File: src/rtl/matrix_scan_ctrl_if.sv
// Word handshake between the LED matrix scan controller and the serial shifter.
// Latency: none (plain wires); sh_data[15:8] row select, sh_data[7:0] column data.
// Backpressure: master holds sh_valid/sh_data stable until slave raises sh_ready.
// Modports: master = scan controller (drives sh_valid, sh_data), slave = shifter (drives sh_ready).
interface matrix_scan_ctrl_if;
    logic        sh_valid;
    logic        sh_ready;
    logic [15:0] sh_data;

    modport master (output sh_valid, output sh_data, input sh_ready);
    modport slave  (input sh_valid, input sh_data, output sh_ready);
endinterface

File: src/rtl/matrix_scan_ctrl.sv
// Double-buffered 8x8 LED matrix row scanner feeding a serial shifter one 16-bit word per row.
// Latency: LOAD 1 clk + SEND >=1 clk + DWELL DWELL_CYCLES clks per row (34 clks/row at 32).
// Backpressure: SEND/BLANK stall with sh_valid and sh_data held until sh_ready; dwell never starts early.
// Ports: clk_100mhz, resn (async active-low), enable, wr_en/wr_row/wr_data (back buffer write),
//        swap_req/swap_ack, sh (word handshake, master side), row_idx, frame_start, out_en.
// Optional macro MATRIX_PWM_EN adds a 4-bit brightness input and 16-slot PWM of out_en per dwell.
module matrix_scan_ctrl #(
    parameter int DWELL_CYCLES   = 12500,
    parameter int COL_ACTIVE_LOW = 1
) (
    input  logic               clk_100mhz,
    input  logic               resn,
    input  logic               enable,
    input  logic               wr_en,
    input  logic [2:0]         wr_row,
    input  logic [7:0]         wr_data,
    input  logic               swap_req,
    output logic               swap_ack,
`ifdef MATRIX_PWM_EN
    input  logic [3:0]         brightness,
`endif
    matrix_scan_ctrl_if.master sh,
    output logic [2:0]         row_idx,
    output logic               frame_start,
    output logic               out_en
);

    localparam int CW = $clog2(DWELL_CYCLES);

    typedef enum logic [2:0] {IDLE, LOAD, SEND, DWELL, BLANK} state_t;

    state_t          state, state_nxt;
    logic            sh_valid_q;
    logic [15:0]     sh_data_q;
    logic [CW-1:0]   dwell_cnt;
    logic [7:0][7:0] front, back, back_wr;
    logic            pending;
    logic            accept, dwell_done, swap_now;
    logic [7:0]      row_sel, col_bits;

    assign sh.sh_valid = sh_valid_q;
    assign sh.sh_data  = sh_data_q;

    assign accept     = sh_valid_q && sh.sh_ready;
    assign dwell_done = (state == DWELL) && (dwell_cnt == '0);
    // The swap rides on the row 7 -> 0 wrap so a frame is never shown half old, half new.
    assign swap_now   = dwell_done && (row_idx == 3'd7) && pending;

    assign row_sel  = 8'b1 << row_idx;
    assign col_bits = front[row_idx] ^ {8{COL_ACTIVE_LOW != 0}};

`ifdef MATRIX_PWM_EN
    localparam int SLOT_CYCLES = DWELL_CYCLES / 16;
    localparam int SW          = (SLOT_CYCLES > 1) ? $clog2(SLOT_CYCLES) : 1;

    logic [SW-1:0] slot_cnt;
    logic [3:0]    slot_idx;
    logic [3:0]    bright_q;
    logic          pwm_on;

    // Brightness is captured at dwell entry so a mid-row change cannot distort that row.
    always_ff @(posedge clk_100mhz or negedge resn) begin
        if (!resn) begin
            slot_cnt <= '0;
            slot_idx <= '0;
            bright_q <= '0;
        end else if (state == SEND && accept) begin
            slot_cnt <= SW'(SLOT_CYCLES - 1);
            slot_idx <= '0;
            bright_q <= brightness;
        end else if (state == DWELL) begin
            if (slot_cnt == '0) begin
                slot_cnt <= SW'(SLOT_CYCLES - 1);
                slot_idx <= slot_idx + 4'd1;
            end else begin
                slot_cnt <= slot_cnt - SW'(1);
            end
        end
    end

    assign pwm_on = (state == DWELL) && (slot_idx <= bright_q);
`endif

    always_ff @(posedge clk_100mhz or negedge resn) begin
        if (!resn) begin
            state <= IDLE;
        end else begin
            state <= state_nxt;
        end
    end

    always_comb begin
        state_nxt   = state;
        out_en      = 1'b0;
        frame_start = 1'b0;
        swap_ack    = swap_now;
        case (state)
            IDLE:    if (enable) state_nxt = LOAD;
            LOAD:    state_nxt = SEND;
            SEND:    if (accept) state_nxt = DWELL;
            DWELL:   if (dwell_cnt == '0) state_nxt = enable ? LOAD : BLANK;
            BLANK:   if (accept) state_nxt = IDLE;
            default: state_nxt = IDLE;
        endcase
        if (state == SEND && accept && row_idx == 3'd0) frame_start = 1'b1;
`ifdef MATRIX_PWM_EN
        out_en = pwm_on;
`else
        out_en = (state == LOAD) || (state == SEND) || (state == DWELL);
`endif
    end

    // Word register, row pointer and dwell counter.
    always_ff @(posedge clk_100mhz or negedge resn) begin
        if (!resn) begin
            sh_valid_q <= 1'b0;
            sh_data_q  <= '0;
            row_idx    <= '0;
            dwell_cnt  <= '0;
        end else begin
            case (state)
                LOAD: begin
                    sh_valid_q <= 1'b1;
                    sh_data_q  <= {row_sel, col_bits};
                end
                SEND: begin
                    if (accept) begin
                        sh_valid_q <= 1'b0;
                        dwell_cnt  <= CW'(DWELL_CYCLES - 1);
                    end
                end
                DWELL: begin
                    if (dwell_cnt == '0) begin
                        row_idx <= row_idx + 3'd1;
                        // Blank word goes out raw: all-zero row select turns the matrix off
                        // regardless of column polarity.
                        if (!enable) begin
                            sh_valid_q <= 1'b1;
                            sh_data_q  <= '0;
                        end
                    end else begin
                        dwell_cnt <= dwell_cnt - CW'(1);
                    end
                end
                BLANK: begin
                    if (accept) begin
                        sh_valid_q <= 1'b0;
                        row_idx    <= '0;
                    end
                end
                default: ;
            endcase
        end
    end

    // A write coinciding with the swap lands in the outgoing back buffer, so it is
    // visible in the very frame that buffer starts being displayed.
    always_comb begin
        back_wr = back;
        if (wr_en) back_wr[wr_row] = wr_data;
    end

    always_ff @(posedge clk_100mhz or negedge resn) begin
        if (!resn) begin
            front   <= '0;
            back    <= '0;
            pending <= 1'b0;
        end else if (swap_now) begin
            front   <= back_wr;
            back    <= front;
            // A request arriving in the swap cycle itself is kept for the next frame.
            pending <= swap_req;
        end else begin
            back <= back_wr;
            if (swap_req) pending <= 1'b1;
        end
    end

endmodule

File: src/flat_wrapper.sv
// flat-port wrapper written by rule: the top's interface ports become plain ports
module matrix_scan_ctrl_flat 
#(
    parameter int DWELL_CYCLES   = 12500,
    parameter int COL_ACTIVE_LOW = 1
)
  (clk_100mhz, resn, enable, wr_en, wr_row, wr_data, swap_req, swap_ack, row_idx, frame_start, out_en, sh_sh_valid, sh_sh_data, sh_sh_ready);
  matrix_scan_ctrl_if sh_i ();
  input  logic clk_100mhz;
  input  logic resn;
  input  logic enable;
  input  logic wr_en;
  input  logic [2:0] wr_row;
  input  logic [7:0] wr_data;
  input  logic swap_req;
  output logic swap_ack;
  output logic [2:0] row_idx;
  output logic frame_start;
  output logic out_en;
  output wire logic [$bits(sh_i.sh_valid)-1:0] sh_sh_valid;
  output wire logic [$bits(sh_i.sh_data)-1:0] sh_sh_data;
  input wire logic [$bits(sh_i.sh_ready)-1:0] sh_sh_ready;
  assign sh_sh_valid = sh_i.sh_valid;
  assign sh_sh_data = sh_i.sh_data;
  assign sh_i.sh_ready = sh_sh_ready;
  matrix_scan_ctrl #(.DWELL_CYCLES(DWELL_CYCLES), .COL_ACTIVE_LOW(COL_ACTIVE_LOW)) u_core (.clk_100mhz(clk_100mhz), .resn(resn), .enable(enable), .wr_en(wr_en), .wr_row(wr_row), .wr_data(wr_data), .swap_req(swap_req), .swap_ack(swap_ack), .sh(sh_i), .row_idx(row_idx), .frame_start(frame_start), .out_en(out_en));
endmodule
File: config.mk
export PLATFORM = sky130hd
export DESIGN_NAME = matrix_scan_ctrl_flat
export DESIGN_NICKNAME = d
export VERILOG_FILES = /design/src/rtl/matrix_scan_ctrl_if.sv /design/src/rtl/matrix_scan_ctrl.sv /design/src/flat_wrapper.sv
export SDC_FILE = /design/constraint.sdc
export NUM_CORES = 1
export LEC_CHECK = 0
export CAP_MARGIN = 20
export CORE_UTILIZATION = 45
export DETAILED_ROUTE_END_ITERATION = 10
export PLACE_DENSITY_LB_ADDON = 0.12
export REMOVE_ABC_BUFFERS = 1
export SLEW_MARGIN = 15
export SYNTH_ARGS = -nofsm -noshare
export SYNTH_HDL_FRONTEND = slang
export SYNTH_SLANG_ARGS = --single-unit
File: constraint.sdc
create_clock -name clk_100mhz -period 5.35 [get_ports clk_100mhz]
set_input_delay 1.07 -clock clk_100mhz [delete_from_list [all_inputs] [get_ports clk_100mhz]]
set_output_delay 1.07 -clock clk_100mhz [all_outputs]
set_load 0.03 [all_outputs]
==> impl_metrics.toml <==
[logic_synthesis]
synth_edf_count = 0
synth_cell_types = 56
yosysSeqAreaShare = 0.501
yosys_most_used_dff = "dfrtp_1"
synth_area_per_cell_um2 = 14.3
synth_seq_cells = 166
yosys_warnings = 0
synthesis.area_um2 = 8290
syn_inst = 579
async_reset_ff_frac = 1.00

[sta]
finalSetupTns_ns = 0
drv_slew = 0
skew_ns = 0.0120
worst_slew_pin_slew_ns = 1.07
relSlewSlack = 0.286
hold_ws_ns = 0.498
finalHoldViolations = 0
final-setup-viol-count = 0
fin_crit_ns = 4.44
final.setup.worst_slack_ns = 0.913
grt_setup_unrepaired = "false"
max_freq_ghz = 0.225
min_period_over_period = 0.829

[place]
placed_cell_area_um2 = 8810
dpl_worst_slack_ns = 1.32
io_buffers = 39
place_inst = 828
dp_hpwl_um = 10700
place_congestion = 0.846

[layout]
most-common-layout-cells = "dfrtp_1 (166), mux2_2 (135), mux2_4 (49), clkdlybuf4s50_1 (38), nand2_1 (34)"
drive_above_1_share = 0.407
diodes = 0
final_common_cell = "dfrtp_1"
synthToLayoutAreaGrowth_pct = 13.7
fin_nets = 642
fill_cells = 1548
stdcell_area_um2 = 9430
instances_no_fill = 860

[routing]
antenna_left = 0
wl_per_cell_um = 20.8
drc = 0
wl_um = 17900
first_pass_iters = 4
vias_per_cell = 5.76
drt_iter0_drc = 273
via_count = 4952

[global_routing]
first_global_vias = 5144
track_usage = 0.207
grt_max_degree = 102
grt_pass1_wl_um = 28900
overflow = 0
antenna_found_initial = 0

[clocking]
root_buffer = "clkbuf_16"
postCtsSetupRepairBufs = 0
cts_hold_buf = 0
htreeDepth = 4
clk_path_buf_depth = 2
cts_buffers = 17
clk_latency_ns = 0.43
postCtsResizedCells = 0
clock_sinks = 166
path_clk_slew_ns = 0.07
cts_tree = "built"

[setup_path]
critPathLaunchType = "flop"
crit_path_end_kind = "output port"
crit_required_ns = 4.28
reg2reg_slack_ns = 1.74
cp_max_fo = 16
critical_path.max_stage_delay_ns = 0.73
worstPathCellList = "inv_1 > ha_1 > or4b_1 > or4_4 > nor2_4 > buf_4 > clkdlybuf4s50_1"
critPathArrivalTime_ns = 3.37
crit_slowest_cell = "clkdlybuf4s50_1"
setup.worst_path.class = "flop to output port"

[pwr]
peakVddDrop_uv = 240
p_leak_nw = 4.15
p_per_area_nw_per_um2 = 423

[floorplanning]
core_um2 = 18000
start_util = 0.460
ios = 40
design.die.area_um2 = 19000
die_w_um = 138
die_h_um = 138
num_rows = 49

[job]
drv_cap = 0

[outcome]
status = "complete, no violations"

[worst_hold_path]
hp-class = "flop to flop"
-- cells by family after synthesis --
| family | after synthesis | synth area share |
|---|---|---|
| mux | 217 | 0.337 |
| simple gates | 107 | 0.0728 |
| compound gates | 45 | 0.0433 |
| fa+ha+maj | 7 | 0.0106 |
| buf+inv | 37 | 0.0347 |
| flops | 166 | 0.501 |
-- layout make-up --
| type | count | area (um2) | share of cell area |
|---|---|---|---|
| multi-input cells | 376 | 3860 | 0.409 |
| well taps | 229 | 287 | 0.0304 |
| clock buffers | 19 | 453 | 0.0481 |
| repair buffers | 52 | 489 | 0.0519 |
| flip-flops and latches | 166 | 4150 | 0.441 |
| clock inverters | 13 | 166 | 0.0177 |
| inverters | 5 | 18.8 | 0.00199 |
-- synth_stat cells, types with 7 or more instances --
cell type    n  area, um2
a32o_1      11        110
clkbuf_1    17       63.8
dfrtp_1    166       4150
ha_1         7       87.6
mux2_1       8       90.1
mux2_2     135       1520
mux2_4      49        736
mux2i_1      9       90.1
mux4_2      16        360
nand2_1     34        128
nand3_1      7       35.0
nor2_1      10       37.5
nor3_1       7       35.0
-- power by group --
group	internal (W)	leakage (nW)	switching (W)
Sequential	0.00146	2.11	0.000135
Clock	0.000766	0.302	0.000522
Combinational	0.000531	1.74	0.000571
Total	0.00276	4.15	0.00123
-- worst paths after layout --
check,from,to,cells past startpoint
hold / removal,u_core.sh.sh_data[14],u_core.sh.sh_data[14],1
hold reg to reg,u_core.sh.sh_data[14],u_core.sh.sh_data[14],1
min in group asynchronous,resn,u_core.back[44],1
setup reg to reg,u_core.dwell_cnt[0],u_core.back[11],8
max in group asynchronous,resn,u_core.front[24],2
setup / recovery,u_core.dwell_cnt[0],swap_ack,7
-- sequential cells by signal, summed over array words and instances, names as in the netlist --
signal              cells
u_core.sh.sh_data      16
u_core.state            3
u_core.row_idx          3
u_core.pending          1
u_core.front           64
u_core.dwell_cnt       14
u_core.back            64
u_core.sh.sh_valid      1
-- per-stage QoR --
step                      power, W  utilization
final                      0.00399        0.523
after global routing       0.00419        0.523
after CTS                  0.00403        0.523
after detailed placement   0.00273        0.489
after global placement     0.00270        0.488
after floorplan            0.00232            -
-- critical path, delay by kind of cell, from the launching register on --
| family | cells | cell delay (ns) |
|---|---|---|
| flip-flops | 1 | 0.41 |
| buffers and inverters | 3 | 1.11 |
| AND/OR/NAND/NOR | 3 | 1.20 |
| adder cells (fa/ha/maj) | 1 | 0.20 |
-- routing by layer --
metal	wire length [um]	global-route usage	vias up	part of all wire
li1	-	-	2241	-
met1	8200	0.279	2615	0.46
met2	8840	0.334	78	0.49
met3	585	0.0427	18	0.033
met4	275	0.0664	0	0.015
met5	0	0	-	0
(Power assumes the default switching activity.)
==> patch 1: new RTL, same settings <==
`DWELL_CYCLES` is set to 12500 in 2 places; all go to 6250.
--- a/src/rtl/matrix_scan_ctrl.sv
+++ b/src/rtl/matrix_scan_ctrl.sv
@@ -5,7 +5,7 @@
 //        swap_req/swap_ack, sh (word handshake, master side), row_idx, frame_start, out_en.
 // Optional macro MATRIX_PWM_EN adds a 4-bit brightness input and 16-slot PWM of out_en per dwell.
 module matrix_scan_ctrl #(
-    parameter int DWELL_CYCLES   = 12500,
+    parameter int DWELL_CYCLES   = 6250,
     parameter int COL_ACTIVE_LOW = 1
 ) (
     input  logic               clk_100mhz,
--- a/src/flat_wrapper.sv
+++ b/src/flat_wrapper.sv
@@ -1,7 +1,7 @@
 // flat-port wrapper written by rule: the top's interface ports become plain ports
 module matrix_scan_ctrl_flat 
 #(
-    parameter int DWELL_CYCLES   = 12500,
+    parameter int DWELL_CYCLES   = 6250,
     parameter int COL_ACTIVE_LOW = 1
 )
   (clk_100mhz, resn, enable, wr_en, wr_row, wr_data, swap_req, swap_ack, row_idx, frame_start, out_en, sh_sh_valid, sh_sh_data, sh_sh_ready);
Behaviour: no difference found for any inputs over 10 cycles, from zero or initial values; that may be too few to reach the edited logic, so the function may still have changed.
==> patch 1 against the unedited design <==
- power down 1.7%
- clock skew down 0.0049 ns
- sequential cell count down 1
- area after synthesis down 5.1%
- sequential power up 2%
- final cell count down 3.1%
- setup slack better by 0.18 ns
- first-iteration DRC count down 16%
- register-to-register slack better by 0.20 ns
- combinational power down 4%
- hold slack worse by 0.018 ns
- routed wire length down 10%
- highest routed layer unchanged
- design area down 3.8%
- via count down 3.4%
==> patch 1: results (changes against the unedited design) <==
metric	value	unit	change
status	completed		
clkSlewWorstSetupHoldPaths	0.06	ns	
dp_slack	1.13	ns	-0.192 ns
grt_use_met1	25.9	%	-2.0 points
grt_pass1_wl	27000	microns	-6.6%
placed_cells	802		-3.1%
grtUsageMet3	4.20	%	-0.073 points
r2r_start	u_core.row_idx[2]$_DFFE_PN0P_		
cp-startpoint	sh_sh_ready		
routed_via_density	5.74		-0.30%
fillCellCount	1408		-9.0%
irDropWorstVdd	273	uV	+14%
dp_hpwl	9930	microns	-6.7%
synth_area	7860	sq um	-5.1%
drt_iter0_markers	228		-16%
final_layout_size_suffix_gt1_share	24.3	%	-16 points
cts_inserted_buffers	17		unchanged
worst_pin_slew	1.07	ns	+0.00625 ns
synth_common_cells	dfrtp_1 (165), mux2_1 (109), mux2_2 (84)		
leakagePower	4.07	nW	-1.9%
grt_pass1_vias	5090		-1.0%
ys_seq_area_share	52.5	%	+2.4 points
num-nets-final	626		-2.5%
skew	0.00706	ns	-0.00490 ns
fin_cells	833		-3.1%
wl_per_cell	19.3	microns	-7.1%
cpPeakStageDelay	0.66	ns	-0.07 ns
grt_max_degree	81		-21%
cp.arrival	3.19	ns	-0.18 ns
synthCells	562		-2.9%
ys_types	47		-16%
grt_use_met2	33.6	%	+0.23 points
place.gp.congestion	0.773		-8.6%
min_from	u_core.pending$_DFFE_PN0P_		
grt_usage	20.0	%	-0.66 points
[patch 1: area by class of cell]
| cell class | count | area (sq um) | share of cell area (%) |
|---|---|---|---|
| clock buffers | 20 | 457 | 5.04 |
| clock inverters | 11 | 133 | 1.46 |
| inverters | 8 | 30.0 | 0.331 |
| multi-input cells | 358 | 3560 | 39.3 |
| flip-flops and latches | 165 | 4130 | 45.5 |
| well taps | 220 | 275 | 3.04 |
| repair buffers | 51 | 482 | 5.31 |
[patch 1: kinds of logic after synthesis]
group / count (synthesis) / synth area share, %
compound gates: 47 / 4.74
fa+ha+maj: 8 / 1.27
buf+inv: 39 / 2.16
flops: 165 / 52.5
mux: 215 / 33.0
simple gates: 88 / 6.30
[patch 1: path summary, 6_finish.rpt]
| kind | to | slack [ns] | cells after the start |
|---|---|---|---|
| setup / recovery | frame_start | 1.09 | 5 |
| hold / removal | u_core.pending$_DFFE_PN0P_ | 0.48 | 1 |
| setup reg to reg | u_core.front[30]$_DFFE_PN0P_ | 1.94 | 5 |
| hold reg to reg | u_core.pending$_DFFE_PN0P_ | 0.48 | 1 |
| max in group asynchronous | u_core.front[14]$_DFFE_PN0P_ | 3.52 | 2 |
| min in group asynchronous | u_core.back[44]$_DFF_PN0_ | 0.68 | 1 |
[patch 1: report_power, final]
part / internal (mW) / switching, mW / leakage, nW
Sequential: 1.47 / 0.167 / 2.10
Clock: 0.749 / 0.472 / 0.295
Combinational: 0.492 / 0.571 / 1.68
Total: 2.71 / 1.21 / 4.07
[patch 1: metrics by stage]
step	area, sq um	hold slack [ns]
after global routing	9070	0.516
after floorplan	7720	0.450
after detailed placement	8480	0.468
after global placement	8480	0.459
final	9070	0.480
after CTS	9070	0.481
[patch 1: metal layers]
metal	vias up	wire, microns
met5	-	0
met4	0	163
met3	14	550
met2	89	7950
met1	2500	7450
li1	2179	-
[patch 1: worst max-delay path: cells and delay by family]
kind / cells / cell delay (ns)
buf+inv: 2 / 1.25
simple gates: 3 / 0.87
==> patch 2: new RTL, same flow settings <==
Without the edit above. Encoding of `state_t`: now Gray code (3 bits for 5 states).
--- a/src/rtl/matrix_scan_ctrl.sv
+++ b/src/rtl/matrix_scan_ctrl.sv
@@ -27,7 +27,7 @@
 
     localparam int CW = $clog2(DWELL_CYCLES);
 
-    typedef enum logic [2:0] {IDLE, LOAD, SEND, DWELL, BLANK} state_t;
+    typedef enum logic [2:0] {IDLE = 3'b000, LOAD = 3'b001, SEND = 3'b011, DWELL = 3'b010, BLANK = 3'b110} state_t;
 
     state_t          state, state_nxt;
     logic            sh_valid_q;
Formal check against the unedited RTL: same outputs for any inputs over 10 cycles, from zero or initial values; not proved beyond that.
==> patch 2 against the unedited design <==
- routed wire length shrank 10%
- final cell count shrank 1.4%
- largest power group unchanged
- power shrank 2.9%
- design area shrank 4.2%
- area after synthesis shrank 2.9%
- critical endpoint unchanged
- setup slack gained 0.15 ns
- clock skew shrank 0.0059 ns
- clock power shrank 15%
- sequential cell count is the same
==> patch 2: results (changes against the unedited design) <==
metric	value	unit	change
status	completed		
placed_cells	819		-1.1%
grt_use_met2	29.8	%	-3.5 points
grt_pass1_wl	26100	microns	-9.7%
drt_iter0_markers	149		-45%
synth-xor-area-share	0.979	%	+0.98 points
post_cts_buffers	0		unchanged
p_seq_share	42.9	%	+2.8 points
cp.arrival	3.22	ns	-0.15 ns
place.gp.congestion	0.844		-0.27%
antennaDiodeCount	0		unchanged
vias	4712		-4.8%
fillCellCount	1505		-2.8%
grt_usage	19.2	%	-1.5 points
grt_pass1_vias	4847		-5.8%
synth_area_leaders	dfrtp_1 (52%), mux2_1 (14%), mux2_2 (13%)		
synth_compound_area_share	3.01	%	-1.3 points
sw_frac_of_total	31.9	%	+1.1 points
grt_use_met1	26.7	%	-1.2 points
worst_pin_slew	1.11	ns	+0.0480 ns
wl_per_cell	18.9	microns	-9.0%
grtUsageMet3	3.07	%	-1.2 points
grt_max_degree	81		-21%
fin_cells	848		-1.4%
ys_seq_area_share	51.6	%	+1.5 points
num-nets-final	637		-0.78%
synth-adder-area-share	1.09	%	+0.031 points
synthMuxAreaShare	32.6	%	-1.1 points
dp_hpwl	9770	microns	-8.3%
dp_slack	1.23	ns	-0.0924 ns
ys_types	47		-16%
irDropWorstVdd	248	uV	+3.1%
leakagePower	4.02	nW	-3.3%
synth_common_cells	dfrtp_1 (166), mux2_1 (100), mux2_2 (95)		
final_layout_size_suffix_gt1_share	24.7	%	-16 points
skew	0.00611	ns	-0.00585 ns
path_max_fanout	11		-5
port_buffers	39		unchanged
patch 2: worst max-delay path, cell delays in order (launching register included):
cell,delay (ns)
dfrtp_1,0.53
or3b_1,0.52
or4_4,0.61
nor2_4,0.14
and3_4,0.20
clkdlybuf4s50_1,0.78
patch 2: worst paths after layout:
path / start / endpoint / slack (ns) / depth (start not counted)
min reg2reg: u_core.pending$_DFFE_PN0P_ / u_core.pending$_DFFE_PN0P_ / 0.49 / 1
max: u_core.state[1]$_DFFE_PN0P_ / swap_ack / 1.06 / 5
min in group asynchronous: resn / u_core.state[1]$_DFFE_PN0P_ / 0.66 / 1
max in group asynchronous: resn / u_core.sh.sh_data[6]$_DFFE_PN0P_ / 3.57 / 2
max reg2reg: u_core.state[1]$_DFFE_PN0P_ / u_core.back[56]$_DFF_PN0_ / 1.34 / 7
min: u_core.pending$_DFFE_PN0P_ / u_core.pending$_DFFE_PN0P_ / 0.49 / 1
patch 2: metal layers:
metal	vias up	share of wire [%]	wire (microns)
met2	64	47	7620
li1	2165	-	-
met5	-	0	0
met4	0	2.0	323
met1	2463	48	7780
met3	20	2.1	344
patch 2: layout make-up:
| cell class | count | area [sq um] | area share [%] |
|---|---|---|---|
| repair buffers | 49 | 467 | 5.17 |
| well taps | 225 | 282 | 3.12 |
| multi-input cells | 369 | 3580 | 39.6 |
| clock inverters | 5 | 52.6 | 0.582 |
| flip-flops and latches | 166 | 4150 | 46.0 |
| clock buffers | 24 | 462 | 5.11 |
| inverters | 10 | 37.5 | 0.416 |
patch 2: stage by stage:
| step | cell area, sq um | power (mW) |
|---|---|---|
| floorplan | 7770 | 2.38 |
| global placement | 8520 | 2.77 |
| detailed placement | 8520 | 2.82 |
| CTS | 9030 | 3.92 |
| global route | 9030 | 4.10 |
| finish | 9030 | 3.87 |
